==> src/rtl/clock_hms_alarm_set.sv <==
// 24 h real-time clock with button-driven time/alarm setting, blinking edit field,
// alarm compare with timed ringing, and registered BCD display in 12 h or 24 h form.
module clock_hms_alarm_set #(
  parameter int unsigned FREQUENCY_IN  = 100_000_000,
  parameter int unsigned BLINK_HZ      = 2,
  parameter int unsigned ALARM_SECONDS = 30
) (
  input  logic       clk,
  input  logic       rst,
  input  logic       en_in,
  input  logic       mode12_in,
  input  logic       alarm_en_in,
  input  logic       setupBtn_in,
  input  logic       alarmBtn_in,
  input  logic       selectBtn_in,
  input  logic       upBtn_in,
  input  logic       downBtn_in,
  output logic [7:0] bcdSecond_out,
  output logic [7:0] bcdMinute_out,
  output logic [7:0] bcdHour_out,
  output logic       pm_out,
  output logic [1:0] editMode_out,
  output logic       alarm_out
);
  localparam int unsigned HALF_BLINK = FREQUENCY_IN / (2 * BLINK_HZ);
  localparam int unsigned PW = $clog2(FREQUENCY_IN);
  localparam int unsigned BW = (HALF_BLINK > 1) ? $clog2(HALF_BLINK) : 1;

  typedef enum logic [1:0] {RUN = 2'd0, SET_TIME = 2'd1, SET_ALARM = 2'd2} mode_t;
  typedef enum logic [1:0] {F_SEC = 2'd0, F_MIN = 2'd1, F_HOUR = 2'd2} field_t;

  mode_t         state;
  field_t        field, fieldE;
  logic [PW-1:0] presc;
  logic [BW-1:0] blinkCnt;
  logic          blank;
  logic [7:0]    alarmCnt;
  logic [5:0]    curSec, curMin, alSec, alMin, edSec, edMin;
  logic [4:0]    curHour, alHour, edHour;
  logic [5:0]    nxtSec, nxtMin, edSecE, edMinE, dispSec, dispMin;
  logic [4:0]    nxtHour, edHourE, dispHour, showHour;
  logic          tick, secWrap, minWrap, hourWrap;
  logic          btnSetup, btnAlarm, btnSel, btnUp, btnDown, anyBtn, enterSet;
  logic          pmN;
  logic [7:0]    secN, minN, hourN;

  function automatic logic [7:0] toBcd(input logic [5:0] v);
    return {4'(v / 6'd10), 4'(v % 6'd10)};
  endfunction

  assign tick     = en_in && (presc == PW'(FREQUENCY_IN - 1));
  assign secWrap  = (curSec == 6'd59);
  assign minWrap  = (curMin == 6'd59);
  assign hourWrap = (curHour == 5'd23);
  assign nxtSec   = secWrap ? '0 : curSec + 6'd1;
  assign nxtMin   = !secWrap ? curMin : (minWrap ? '0 : curMin + 6'd1);
  assign nxtHour  = !(secWrap && minWrap) ? curHour : (hourWrap ? '0 : curHour + 5'd1);

  // Only the highest-priority pulse in a cycle is acted upon.
  assign btnSetup = setupBtn_in;
  assign btnAlarm = !setupBtn_in && alarmBtn_in;
  assign btnSel   = !setupBtn_in && !alarmBtn_in && selectBtn_in;
  assign btnUp    = !setupBtn_in && !alarmBtn_in && !selectBtn_in && upBtn_in;
  assign btnDown  = !setupBtn_in && !alarmBtn_in && !selectBtn_in && !upBtn_in && downBtn_in;
  assign anyBtn   = setupBtn_in || alarmBtn_in || selectBtn_in || upBtn_in || downBtn_in;
  assign enterSet = (state == RUN) && (btnSetup || btnAlarm);

  always_comb begin
    edSecE  = edSec;
    edMinE  = edMin;
    edHourE = edHour;
    fieldE  = field;
    if (btnSel) begin
      case (field)
        F_SEC:   fieldE = F_MIN;
        F_MIN:   fieldE = F_HOUR;
        default: fieldE = F_SEC;
      endcase
    end else if (btnUp) begin
      case (field)
        F_SEC:   edSecE  = (edSec == 6'd59) ? '0 : edSec + 6'd1;
        F_MIN:   edMinE  = (edMin == 6'd59) ? '0 : edMin + 6'd1;
        default: edHourE = (edHour == 5'd23) ? '0 : edHour + 5'd1;
      endcase
    end else if (btnDown) begin
      case (field)
        F_SEC:   edSecE  = (edSec == '0) ? 6'd59 : edSec - 6'd1;
        F_MIN:   edMinE  = (edMin == '0) ? 6'd59 : edMin - 6'd1;
        default: edHourE = (edHour == '0) ? 5'd23 : edHour - 5'd1;
      endcase
    end
  end

  always_comb begin
    if (state == RUN) begin
      dispSec  = curSec;
      dispMin  = curMin;
      dispHour = curHour;
    end else begin
      dispSec  = edSec;
      dispMin  = edMin;
      dispHour = edHour;
    end
    showHour = dispHour;
    pmN      = 1'b0;
    if (mode12_in) begin
      pmN = (dispHour >= 5'd12);
      if (dispHour == '0)         showHour = 5'd12;
      else if (dispHour > 5'd12)  showHour = dispHour - 5'd12;
    end
    secN  = toBcd(dispSec);
    minN  = toBcd(dispMin);
    hourN = toBcd({1'b0, showHour});
    if (state != RUN && blank) begin
      case (field)
        F_SEC:   secN  = 8'hFF;
        F_MIN:   minN  = 8'hFF;
        default: hourN = 8'hFF;
      endcase
    end
  end

  always_ff @(posedge clk) begin
    if (rst) begin
      state    <= RUN;
      field    <= F_SEC;
      presc    <= '0;
      blinkCnt <= '0;
      blank    <= 1'b0;
      alarmCnt <= '0;
      curSec   <= '0;  curMin <= '0;  curHour <= '0;
      alSec    <= '0;  alMin  <= '0;  alHour  <= '0;
      edSec    <= '0;  edMin  <= '0;  edHour  <= '0;
      bcdSecond_out <= '0;
      bcdMinute_out <= '0;
      bcdHour_out   <= '0;
      pm_out        <= 1'b0;
      editMode_out  <= '0;
      alarm_out     <= 1'b0;
    end else begin
      if (en_in) presc <= tick ? '0 : presc + 1'b1;
      if (tick) begin
        curSec  <= nxtSec;
        curMin  <= nxtMin;
        curHour <= nxtHour;
      end

      if (enterSet) begin
        blinkCnt <= '0;
        blank    <= 1'b0;
      end else if (blinkCnt == BW'(HALF_BLINK - 1)) begin
        blinkCnt <= '0;
        blank    <= ~blank;
      end else begin
        blinkCnt <= blinkCnt + 1'b1;
      end

      // Ringing is a non-zero countdown; any interaction or leaving RUN silences it.
      if (anyBtn || !alarm_en_in || state != RUN)
        alarmCnt <= '0;
      else if (tick && {nxtHour, nxtMin, nxtSec} == {alHour, alMin, alSec})
        alarmCnt <= 8'(ALARM_SECONDS);
      else if (tick && alarmCnt != '0)
        alarmCnt <= alarmCnt - 8'd1;

      // Commit writes below override the tick update above for the same cycle.
      case (state)
        RUN: begin
          if (btnSetup) begin
            state  <= SET_TIME;
            edSec  <= curSec;  edMin <= curMin;  edHour <= curHour;
          end else if (btnAlarm) begin
            state  <= SET_ALARM;
            edSec  <= alSec;   edMin <= alMin;   edHour <= alHour;
          end
        end
        SET_TIME: begin
          if (btnSetup) begin
            state   <= RUN;
            field   <= F_SEC;
            curSec  <= edSec;  curMin <= edMin;  curHour <= edHour;
            presc   <= '0;
          end else begin
            field  <= fieldE;
            edSec  <= edSecE;  edMin <= edMinE;  edHour <= edHourE;
          end
        end
        SET_ALARM: begin
          if (btnSetup || btnAlarm) begin
            state  <= RUN;
            field  <= F_SEC;
            alSec  <= edSec;   alMin <= edMin;   alHour <= edHour;
          end else begin
            field  <= fieldE;
            edSec  <= edSecE;  edMin <= edMinE;  edHour <= edHourE;
          end
        end
        default: state <= RUN;
      endcase

      bcdSecond_out <= secN;
      bcdMinute_out <= minN;
      bcdHour_out   <= hourN;
      pm_out        <= pmN;
      editMode_out  <= state;
      alarm_out     <= (alarmCnt != '0);
    end
  end
endmodule

==> config.mk <==
export PLATFORM = sky130hd
export DESIGN_NAME = clock_hms_alarm_set
export DESIGN_NICKNAME = d
export VERILOG_FILES = /design/src/rtl/clock_hms_alarm_set.sv
export SDC_FILE = /design/constraint.sdc
export NUM_CORES = 1
export LEC_CHECK = 0
export ABC_AREA = 1
export BUFFER_PORTS_ARGS = -buffer_cell sky130_fd_sc_hd__buf_4
export CAP_MARGIN = 10
export CORE_ASPECT_RATIO = 1.2
export CORE_MARGIN = 2
export CORE_UTILIZATION = 40
export CTS_CLUSTER_DIAMETER = 50
export DETAILED_ROUTE_END_ITERATION = 10
export PLACE_DENSITY = 0.55
export RECOVER_POWER = 50
export SYNTH_ARGS = -nofsm -noshare
export SYNTH_HDL_FRONTEND = slang
export SYNTH_SLANG_ARGS = --single-unit
export TNS_END_PERCENT = 30
==> constraint.sdc <==
create_clock -name clk -period 2.9 [get_ports clk]
set_input_delay 0.29 -clock clk [delete_from_list [all_inputs] [get_ports clk]]
set_output_delay 0.29 -clock clk [all_outputs]
set_load 0.005 [all_outputs]
==> reports/qor.json <==
{
  "cells_and_area": {
    "post_route_cell_area_um2": 9620,
    "syn_to_final_growth_pct": 13.8,
    "proportion_of_layout_cells_with_a_drive_suffix_above_1": 0.0982,
    "fin_cells": 1583,
    "num_antenna_cells": 0,
    "fin_util": 0.462,
    "num-nets-final": 1333
  },
  "sta": {
    "relSlewSlack": 0.0811,
    "timing.final.setup_violations": 0,
    "rsz0062_at_grt": "no",
    "worst_pin_slew_ps": 1380,
    "post-route-period-util": 0.907,
    "timing_max_transition_violations_final": 0,
    "minimum_clock_period_ps": 2630,
    "tns_ps": 0,
    "hold_ws_ps": 130,
    "fmax_ghz": 0.380,
    "finalClockSkew_ps": 12.2,
    "final_hold_viol_count": 0
  },
  "status": {
    "run_status": "finished clean"
  },
  "cts": {
    "cts-buffers-inserted": 17,
    "clk_slew_on_worst_s_h_paths_ps": 60,
    "postCtsHoldBufs": 0,
    "clockBufferDepth": 2,
    "clk_latency_ps": 430,
    "cts.sink_count": 143,
    "tritoncts": "done",
    "ctsHtreeMaxLevel": 4,
    "cts.root.buffer_cell": "clkbuf_16"
  },
  "pwr": {
    "power_density_nw_per_um2": 658,
    "vdd_ir_drop_max_uv": 453,
    "p_int_w": 0.00420,
    "clock_power_share": 0.370,
    "seq_power_share": 0.363,
    "power.combinational.fraction": 0.267,
    "p_leak_nw": 3.92,
    "net-switching-power_w": 0.00213,
    "power.share.switching": 0.336
  },
  "yosys": {
    "synth.yosys.seq_area_share": 0.339,
    "synth_cell_type_count": 49,
    "post_synth.cell_area_avg_um2": 6.69,
    "synth_top_area_frac": 0.339,
    "synth_top_cells_by_count": "249 x nand2_1, 148 x inv_1, 143 x dfxtp_1",
    "synthArstFlopShare": 0,
    "netlist_area_um2": 8450,
    "yosys_most_used_dff": "dfxtp_1",
    "synth.yosys.warnings": 0,
    "synth_top_area_cell": "dfxtp_1",
    "netlist_instances": 1263,
    "synth_area_leaders": "dfxtp_1 34%, nand2_1 11%, inv_1 6.6%",
    "synth.ff_latch_count": 143,
    "synth_enable_flop_cells": 0,
    "dominant_cell_by_count_in_the_synthesized_netlist": "nand2_1",
    "syn-num-nets": 1296
  },
  "drt": {
    "postRouteAntennaNets": 0,
    "drt-wirelength-per-cell_um": 15.1,
    "remaining_drc_errors": 0,
    "detail_route.vias_per_cell": 5.24,
    "via_count": 8299,
    "drtPass1Iterations": 5,
    "first_iter_violations": 462,
    "post_route_wl_um": 24000
  },
  "worst_setup_path": {
    "start_kind": "flip-flop",
    "critPathMaxFanout": 14,
    "required_ps": 3220,
    "timing.setup.critical_path_class": "flip-flop to flip-flop",
    "worstPathArrival_ps": 2960,
    "timing.reg2reg.worst_path_depth": 19,
    "setup.worst_path.end_class": "flip-flop"
  },
  "global_route": {
    "grt_pass1_wl_um": 38400,
    "grt_overflow": 0,
    "global_route_usage_over_all_layers": 0.218,
    "grt_antenna_before_repair": 0,
    "via_count_of_the_first_global_routing_pass": 7719,
    "grt_start_max_net_pins": 35
  },
  "placed_design": {
    "dp.cells": 1548,
    "placement.io_buffers": 37,
    "place_hpwl_um": 17900,
    "place.gp.congestion": 0.892,
    "detailed_place.area_um2": 9020
  },
  "min_path": {
    "hold_path_cells": 3,
    "min_path_type": "input port to flip-flop"
  },
  "die": {
    "die-width_um": 137,
    "row_count": 58,
    "core_area_um2": 20800,
    "floorplan.initialDensity": 0.406,
    "vert_die_dim_um": 163,
    "die_area_um2": 22300,
    "boundaryPins": 38
  },
  "flow_run": {
    "cap_violations": 0
  }
}
-- sequential cells by signal (all words and copies together), names as in the netlist, 7 cells and up --
name           flops
presc             27
blinkCnt          25
alarmCnt           8
bcdMinute_out      8
bcdSecond_out      8
bcdHour_out        7
-- stage by stage --
step	setup slack (ps)	total power (W)
after floorplan	325	0.00353
after global placement	160	0.00402
after detailed placement	101	0.00403
after CTS	74.1	0.00639
after global routing	36.2	0.00672
final	269	0.00633
-- repair_timing --
action,4_1_cts,5_1_grt
resized for setup,0,4
endpoints found under the setup margin,0,15
buffers inserted,0,3
endpoints found under the hold margin,0,0
-- critical path, cell delays in order, from the launching register on --
cell	delay, ps
dfxtp_1	380
inv_1	110
ha_4	240
o21ai_2	250
inv_2	70
ha_1	280
inv_1	60
nor2_1	50
a21oi_2	140
nand2_2	90
nand2_2	80
nand2_1	60
and2_1	170
ha_1	190
nand3_1	80
nand2_1	60
nand2_1	60
nand3_1	60
nand2_1	60
inv_1	40
-- placed cells by master, fill, tap and decap left out, drive strengths merged, types with 2 or more instances in the layout --
cell type / netlist / layout
or2: 5 / 5
nand3: 92 / 92
nor3b: 8 / 8
a31oi: 10 / 10
a221oi: 10 / 10
o21ai: 128 / 128
bufinv: 0 / 4
o32ai: 2 / 2
nor4: 6 / 6
o211ai: 10 / 10
xor2: 26 / 26
inv: 158 / 160
o31ai: 2 / 2
dfxtp: 143 / 143
nand3b: 4 / 4
clkbuf: 29 / 51
a21oi: 94 / 94
buf: 12 / 28
a22oi: 4 / 4
nor3: 19 / 19
o21a: 7 / 7
nand2: 261 / 261
a211oi: 6 / 6
nor2: 144 / 144
xnor2: 11 / 11
ha: 23 / 23
clkinv: 3 / 8
o22ai: 3 / 3
nand4: 27 / 27
o221ai: 5 / 5
and2: 3 / 3
-- cells by family after synthesis --
group | after synthesis | share of synthesized area
muxes | 1 | 0.00133
DFF | 143 | 0.339
adders and majority gates | 23 | 0.0340
and+or+nand+nor | 569 | 0.295
xor gates and xnor gates | 37 | 0.0383
AOI/OAI and AO/OA | 288 | 0.198
buffers and inverters | 202 | 0.0953
-- layout make-up --
type / instances / area (µm²)
Clock buffer: 20 / 437
Timing Repair Buffer: 59 / 398
Inverter: 161 / 604
Clock inverter: 12 / 184
Tap cell: 270 / 338
Sequential cell: 143 / 2860
Fill cell: 2199 / 11200
Multi-Input combinational cell: 918 / 4800
-- power by group through the flow --
stage	clock network [W]	registers (W)	logic [W]
after floorplan	0	0.00227	0.00125
after global placement	0	0.00235	0.00167
after detailed placement	0	0.00235	0.00168
after CTS	0.00240	0.00230	0.00169
after global routing	0.00248	0.00232	0.00192
final	0.00234	0.00230	0.00169
-- worst paths after layout --
path,end,start,slack (ps)
worst max-delay path,bcdMinute_out[3]$_SDFF_PP0_,state[0]$_SDFFE_PP0P_,270
worst max register to register,bcdMinute_out[3]$_SDFF_PP0_,state[0]$_SDFFE_PP0P_,270
worst min-delay path,pm_out$_SDFF_PP0_,mode12_in,130
worst min register to register,blinkCnt[0]$_SDFF_PP0_,blinkCnt[0]$_SDFF_PP0_,460
-- per-layer routing --
metal,up-vias,GRT usage,share of wire
met1,3780,0.263,0.44
met4,0,0.0900,0.029
li1,4293,-,-
met3,44,0.0360,0.046
met5,-,0,0
met2,182,0.381,0.48
Note: power is estimated with default switching activity, not from simulation.
